File: config.mk
export PLATFORM = sky130hd
export DESIGN_NAME = falling_char_engine
export DESIGN_NICKNAME = d
export VERILOG_FILES = /design/src/rtl/falling_char_engine.sv
export SDC_FILE = /design/constraint.sdc
export NUM_CORES = 1
export LEC_CHECK = 0
export CORE_AREA = 2 2 223 203
export DETAILED_ROUTE_END_ITERATION = 12
export DIE_AREA = 0 0 225 205
export PLACE_DENSITY_LB_ADDON = 0.2
export SYNTH_ARGS = -nofsm -noshare
export SYNTH_HDL_FRONTEND = slang
export SYNTH_SLANG_ARGS = --single-unit
File: constraint.sdc
create_clock -name clk_i -period 25 [get_ports clk_i]
set_input_delay 3.75 -clock clk_i [delete_from_list [all_inputs] [get_ports clk_i]]
set_output_delay 3.75 -clock clk_i [all_outputs]
set_load 0.03 [all_outputs]
File: src/rtl/falling_char_engine.sv
// Falling-character object manager for the typing game: slot array, key matching,
// per-frame advance, score keeping and the IDLE/PLAY/OVER play state machine.
//
// state   | meaning
// --------+---------------------------------------------------------------
// ST_IDLE | after reset, waiting for start; slots empty
// ST_PLAY | game running: spawn, tick and key inputs take effect
// ST_OVER | a character reached the bottom; board frozen until start
module falling_char_engine #(
  parameter int SLOTS       = 8,
  parameter int X_W         = 10,
  parameter int Y_W         = 10,
  parameter int SPEED_W     = 3,
  parameter int SCORE_W     = 8,
  parameter int LOWER_BOUND = 480
) (
  input  logic               clk_i,
  input  logic               rst_n_i,
  input  logic               start_i,
  input  logic               tick_i,
  input  logic               spawn_valid_i,
  output logic               spawn_ready_o,
  input  logic [7:0]         spawn_char_i,
  input  logic [X_W-1:0]     spawn_x_i,
  input  logic [SPEED_W-1:0] spawn_speed_i,
  input  logic               key_valid_i,
  input  logic [7:0]         key_code_i,
  input  logic [4:0]         rd_slot_i,
  output logic               rd_active_o,
  output logic [7:0]         rd_char_o,
  output logic [X_W-1:0]     rd_x_o,
  output logic [Y_W-1:0]     rd_y_o,
  output logic [1:0]         state_o,
  output logic [SCORE_W-1:0] score_o,
  output logic [5:0]         active_cnt_o,
  output logic               hit_o,
  output logic               miss_o,
  output logic               gameover_o
);

  typedef enum logic [1:0] {
    ST_IDLE = 2'd0,
    ST_PLAY = 2'd1,
    ST_OVER = 2'd2
  } state_e;

  localparam logic [Y_W:0] LB = (Y_W + 1)'(LOWER_BOUND);

  state_e               state_q, state_d;
  logic [SCORE_W-1:0]   score_q, score_d;
  logic [5:0]           cnt_q, cnt_d;
  logic                 hit_q, hit_d;
  logic                 miss_q, miss_d;

  logic                 active_q [SLOTS];
  logic                 active_d [SLOTS];
  logic [7:0]           char_q   [SLOTS];
  logic [7:0]           char_d   [SLOTS];
  logic [X_W-1:0]       x_q      [SLOTS];
  logic [X_W-1:0]       x_d      [SLOTS];
  logic [Y_W-1:0]       y_q      [SLOTS];
  logic [Y_W-1:0]       y_d      [SLOTS];
  logic [SPEED_W-1:0]   speed_q  [SLOTS];
  logic [SPEED_W-1:0]   speed_d  [SLOTS];

  logic                 rd_active_q, rd_active_d;
  logic [7:0]           rd_char_q, rd_char_d;
  logic [X_W-1:0]       rd_x_q, rd_x_d;
  logic [Y_W-1:0]       rd_y_q, rd_y_d;

  logic                 free_found;
  int                   free_idx;
  logic                 win_found;
  int                   win_idx;
  logic [Y_W-1:0]       win_y;
  logic                 over_hit;
  logic [Y_W:0]         sum;
  logic [Y_W-1:0]       y_sat;

  // Lowest free slot and best key candidate are both judged on the pre-edge array.
  always_comb begin
    free_found = 1'b0;
    free_idx   = 0;
    win_found  = 1'b0;
    win_idx    = 0;
    win_y      = '0;
    for (int i = 0; i < SLOTS; i++) begin
      if (!active_q[i] && !free_found) begin
        free_found = 1'b1;
        free_idx   = i;
      end
      if (active_q[i] && (char_q[i] == key_code_i) && (!win_found || (y_q[i] > win_y))) begin
        win_found = 1'b1;
        win_idx   = i;
        win_y     = y_q[i];
      end
    end
  end

  assign spawn_ready_o = (state_q == ST_PLAY) && free_found;

  always_comb begin
    state_d  = state_q;
    score_d  = score_q;
    hit_d    = 1'b0;
    miss_d   = 1'b0;
    over_hit = 1'b0;
    sum      = '0;
    y_sat    = '0;
    for (int i = 0; i < SLOTS; i++) begin
      active_d[i] = active_q[i];
      char_d[i]   = char_q[i];
      x_d[i]      = x_q[i];
      y_d[i]      = y_q[i];
      speed_d[i]  = speed_q[i];
    end

    case (state_q)
      ST_IDLE, ST_OVER: begin
        if (start_i) begin
          state_d = ST_PLAY;
          score_d = '0;
          for (int i = 0; i < SLOTS; i++) begin
            active_d[i] = 1'b0;
            char_d[i]   = '0;
            x_d[i]      = '0;
            y_d[i]      = '0;
            speed_d[i]  = '0;
          end
        end
      end
      ST_PLAY: begin
        for (int i = 0; i < SLOTS; i++) begin
          if (key_valid_i && win_found && (win_idx == i)) begin
            active_d[i] = 1'b0;
            char_d[i]   = '0;
            x_d[i]      = '0;
            y_d[i]      = '0;
            speed_d[i]  = '0;
          end else if (tick_i && active_q[i]) begin
            sum   = {1'b0, y_q[i]} + (Y_W + 1)'(speed_q[i]);
            y_sat = sum[Y_W] ? '1 : sum[Y_W-1:0];
            y_d[i] = y_sat;
            if ({1'b0, y_sat} >= LB) over_hit = 1'b1;
          end
          // The free slot was inactive at cycle start, so it never collides with the above.
          if (spawn_valid_i && free_found && (free_idx == i)) begin
            active_d[i] = 1'b1;
            char_d[i]   = spawn_char_i;
            x_d[i]      = spawn_x_i;
            y_d[i]      = '0;
            speed_d[i]  = spawn_speed_i;
          end
        end
        if (key_valid_i) begin
          if (win_found) begin
            hit_d   = 1'b1;
            score_d = (score_q == '1) ? score_q : score_q + 1'b1;
          end else begin
            miss_d = 1'b1;
          end
        end
        if (over_hit) state_d = ST_OVER;
      end
      default: state_d = ST_IDLE;
    endcase

    cnt_d = '0;
    for (int i = 0; i < SLOTS; i++) cnt_d = cnt_d + 6'(active_d[i]);
  end

  always_comb begin
    rd_active_d = 1'b0;
    rd_char_d   = '0;
    rd_x_d      = '0;
    rd_y_d      = '0;
    for (int i = 0; i < SLOTS; i++) begin
      if (rd_slot_i == 5'(i)) begin
        rd_active_d = active_q[i];
        rd_char_d   = char_q[i];
        rd_x_d      = x_q[i];
        rd_y_d      = y_q[i];
      end
    end
  end

  always_ff @(posedge clk_i or negedge rst_n_i) begin
    if (!rst_n_i) begin
      state_q     <= ST_IDLE;
      score_q     <= '0;
      cnt_q       <= '0;
      hit_q       <= 1'b0;
      miss_q      <= 1'b0;
      rd_active_q <= 1'b0;
      rd_char_q   <= '0;
      rd_x_q      <= '0;
      rd_y_q      <= '0;
      for (int i = 0; i < SLOTS; i++) begin
        active_q[i] <= 1'b0;
        char_q[i]   <= '0;
        x_q[i]      <= '0;
        y_q[i]      <= '0;
        speed_q[i]  <= '0;
      end
    end else begin
      state_q     <= state_d;
      score_q     <= score_d;
      cnt_q       <= cnt_d;
      hit_q       <= hit_d;
      miss_q      <= miss_d;
      rd_active_q <= rd_active_d;
      rd_char_q   <= rd_char_d;
      rd_x_q      <= rd_x_d;
      rd_y_q      <= rd_y_d;
      for (int i = 0; i < SLOTS; i++) begin
        active_q[i] <= active_d[i];
        char_q[i]   <= char_d[i];
        x_q[i]      <= x_d[i];
        y_q[i]      <= y_d[i];
        speed_q[i]  <= speed_d[i];
      end
    end
  end

  assign state_o      = state_q;
  assign score_o      = score_q;
  assign active_cnt_o = cnt_q;
  assign hit_o        = hit_q;
  assign miss_o       = miss_q;
  assign gameover_o   = (state_q == ST_OVER);
  assign rd_active_o  = rd_active_q;
  assign rd_char_o    = rd_char_q;
  assign rd_x_o       = rd_x_q;
  assign rd_y_o       = rd_y_q;

endmodule
==> results.json <==
{
  "maxUsedRoutingLayer": "met4",
  "synth_cells": 2157,
  "route.met2.wl_mm": 31.75,
  "avg_synthesized_cell_area_um2": 9.037,
  "synthesis.area_um2": 19490,
  "grt_first_pass_wirelength_mm": 108.1,
  "clock_tree.root_cell": "clkbuf_16",
  "internal-power_mw": 1.003,
  "cp_common_cell": "ha_1",
  "period_minus_slack_ns": 21.73,
  "slew_violations": 0,
  "wire_per_inst_um": 25.71,
  "drt_first_iter_violations": 1901,
  "core_region_area_um2": 43750,
  "cts_tree": "done",
  "hold_path_class": "reg2reg",
  "clkTransAtPathRegs_ns": 0.06,
  "critPathBufInv": 4,
  "dieHeight_um": 205,
  "leakage_nw": 9.379,
  "regArea_um2": 7532,
  "worst_r2r_startpoint": "char_q[58]$_DFFE_PN0P_",
  "grt_remaining_overflow": 0,
  "routed_wirelength_mm": 70.66,
  "path_depth": 70,
  "power.switching_uw": 660.0,
  "power_frac_clock_pct": 33.8,
  "critical_path.endpoint_type": "flop",
  "synthDominantCellAreaShare_pct": 38.64,
  "max-vdd-ir-drop_mv": 0.07907,
  "run_status": "finished clean",
  "totalNegativeSetupSlack_ns": 0,
  "drc": 0,
  "first_global_vias": 17008,
  "num-nets-final": 2309,
  "clk-insertion-delay-late_ns": 0.58,
  "timing.critical_path.arrival_ns": 22.17,
  "floorplan.die.width_um": 225,
  "holdBufCountCts": 0,
  "placementRows": 73,
  "mostFrequentLayoutCells": "301 x dfrtp_1, 283 x nand2_1, 182 x o21ai_0, 151 x a21oi_1, 106 x o2bb2ai_1",
  "cts_repair_resize_count": 0,
  "commonest_non_fill_non_tap_cell_in_the_layout": "dfrtp_1",
  "worst_setup_path_endpoint": "active_cnt_o[2]$_DFF_PN0_",
  "antenna_cells_inserted": 0,
  "avgViaCountPerCell": 6.446,
  "synth.top_cells.by_area": "dfrtp_1 39%, ha_1 6.3%, nand2_1 5.4%",
  "postSynthRegisterBits": 301,
  "finalHoldViolCount": 0,
  "power-per-cell-area_nw_per_um2": 75.92,
  "grt_setup_unrepaired": "false",
  "antenna_found_initial": 0,
  "die_area_um2": 46130,
  "numClockSinks": 301,
  "synth_cell_type_count": 86,
  "yosys_warnings": 0,
  "cts.repair_timing.setup_buffer_count": 0,
  "grt_start_max_net_pins": 83,
  "area_growth_from_synthesis_to_layout_pct": 12.34,
  "io_pins": 89,
  "report.final.setup_viol": 0,
  "skew_ns": 0.02098,
  "worstMarginPinSlew_ns": 1.240,
  "dpl_hpwl_mm": 49.67,
  "power_switching_share_pct": 39.69,
  "crit_path_start": "key_code_i[5]",
  "synth.yosys.seq_area_share_pct": 38.64,
  "crit_path_max_fanout": 18,
  "cpLargestDelayFamily": "compound AO/OA/AOI/OAI gates",
  "worstPathRequired_ns": 25.44,
  "cpPeakStageDelay_ns": 0.90,
  "max_cap_viol_count": 0,
  "multi_input_comb_area_um2": 11020,
  "holdPathStages": 2,
  "critPathSlowestCell": "o21ai_1",
  "cts_buffers": 35,
  "met3RoutedLength_mm": 5.381,
  "setup.worst_path.start_class": "primary input",
  "power.total_mw": 1.663,
  "nFillCells": 4053,
  "gp_routability_congestion": 0.9840,
  "synth_edf_count": 0,
  "layout-drive-gt1-share_pct": 6.908,
  "initial_core_util_pct": 44.56,
  "h-tree-depth": 2,
  "reg2reg_setup_slack_ns": 6.79,
  "cts_max_path_buffers": 3,
  "async_flop_share_pct": 100.0,
  "globalRouteTotalUtil_pct": 30.96,
  "postLayoutCoreUtil_pct": 50.06,
  "final_cell_area_um2": 21900,
  "postSynth.topFlopCell": "dfrtp_1",
  "yosysTopAreaCell": "dfrtp_1",
  "crit-reg2reg-capture": "active_cnt_o[2]$_DFF_PN0_",
  "share_of_total_power_in_combinational_logic_pct": 31.4,
  "seqPwrFrac_pct": 34.8,
  "postRouteAntennaNets": 0,
  "period_share_pct": 86.93,
  "reg2regPathDepth": 69,
  "hold-worst-slack_ns": 0.4788,
  "num_vias": 17714,
  "dr.pass1.iters": 7,
  "routedLengthMet1_mm": 30.76,
  "max-slew-margin-rel_pct": 17.16,
  "postPlaceCellArea_um2": 20640,
  "timing_worst_setup_path_type": "in2reg",
  "fmax_mhz": 46.01,
  "io_buffer_count": 86
}
through the flow:
| step | cells | setup WS [ns] |
|---|---|---|
| floorplan | 2158 | 5.657 |
| global placement | 2684 | 3.112 |
| detailed placement | 2684 | 2.965 |
| CTS | 2748 | 3.527 |
| global route | 2748 | 2.045 |
| finish | 2748 | 3.268 |
worst register-to-register path, delay by kind of cell (launching register included):
family                     cells  cell delay [ns]
AOI/OAI and AO/OA             30             7.69
buffers and inverters          3             0.38
DFF                            1             0.42
and+or+nand+nor               20             4.18
adders and majority gates     12             4.24
muxes                          2             0.80
xor gates and xnor gates       2             0.37
sequential cells by signal, summed over array words and instances (netlist names):
signal        cells
x_q              80
hit_o             1
active_q          8
speed_q          24
rd_active_o       1
miss_o            1
score_o           8
state_o           2
y_q              80
active_cnt_o      4
rd_char_o         8
rd_x_o           10
char_q           64
rd_y_o           10
cell type report:
type,count,share of cell area (%)
clock inverter,18,1.228
tap,562,3.211
inverter,82,1.405
sequential,301,34.39
clock buffer,46,4.508
timing repair buffer,116,4.936
multi-input combinational,1623,50.32
synthesized netlist by cell type (all sizes together) (17+ instances only):
master and instances:
o21ai 186, and2 24, mux2i 26, nor2b 17, nand4 28, inv 82, a32o 17, ha 98
a21o 37, xnor2 53, and3 29, nand3 74, o2bb2ai 106, a21oi 151, xor2 28, buf 33
dfrtp 301, o21a 22, nor2 91, clkbuf 119, a31oi 42, nand2 284, nor3 35, o211ai 22
logic make-up (layout without fill, tap and decap cells):
kind of cell,after synthesis,count (layout),synth area share (%)
other,1,2,0.01924
XOR/XNOR,81,81,3.678
buffers and inverters,234,262,5.032
multiplexers,56,56,3.935
adder cells (fa/ha/maj),110,110,7.522
AND/OR/NAND/NOR,645,645,15.57
AO/OA/AOI/OAI,729,729,25.60
flip-flops,301,301,38.64
metal layers:
metal	up-vias	global-route usage [%]
met3	144	5.192
li1	7960	-
met2	796	47.74
met1	8814	43.38
met5	-	0
met4	0	12.28
power groups by stage:
stage                     Clock [mW]  Combinational, mW  Sequential (mW)
final                          0.562              0.522            0.579
after global routing           0.591              0.555            0.584
after CTS                      0.570              0.511            0.578
after detailed placement           0              0.509            0.586
after global placement             0              0.504            0.585
after floorplan                    0              0.315            0.578
worst min-delay path by stage:
stage	start	end	slack, ns
2_1_floorplan	x_q[23]$_DFFE_PN0P_	x_q[23]$_DFFE_PN0P_	0.45
3_3_place_gp	x_q[62]$_DFFE_PN0P_	x_q[62]$_DFFE_PN0P_	0.46
3_5_place_dp	x_q[27]$_DFFE_PN0P_	x_q[27]$_DFFE_PN0P_	0.47
4_1_cts	x_q[69]$_DFFE_PN0P_	x_q[69]$_DFFE_PN0P_	0.48
5_1_grt	x_q[21]$_DFFE_PN0P_	x_q[21]$_DFFE_PN0P_	0.50
6_report	x_q[21]$_DFFE_PN0P_	x_q[21]$_DFFE_PN0P_	0.48
No activity file was read; power rests on OpenSTA's default activity.
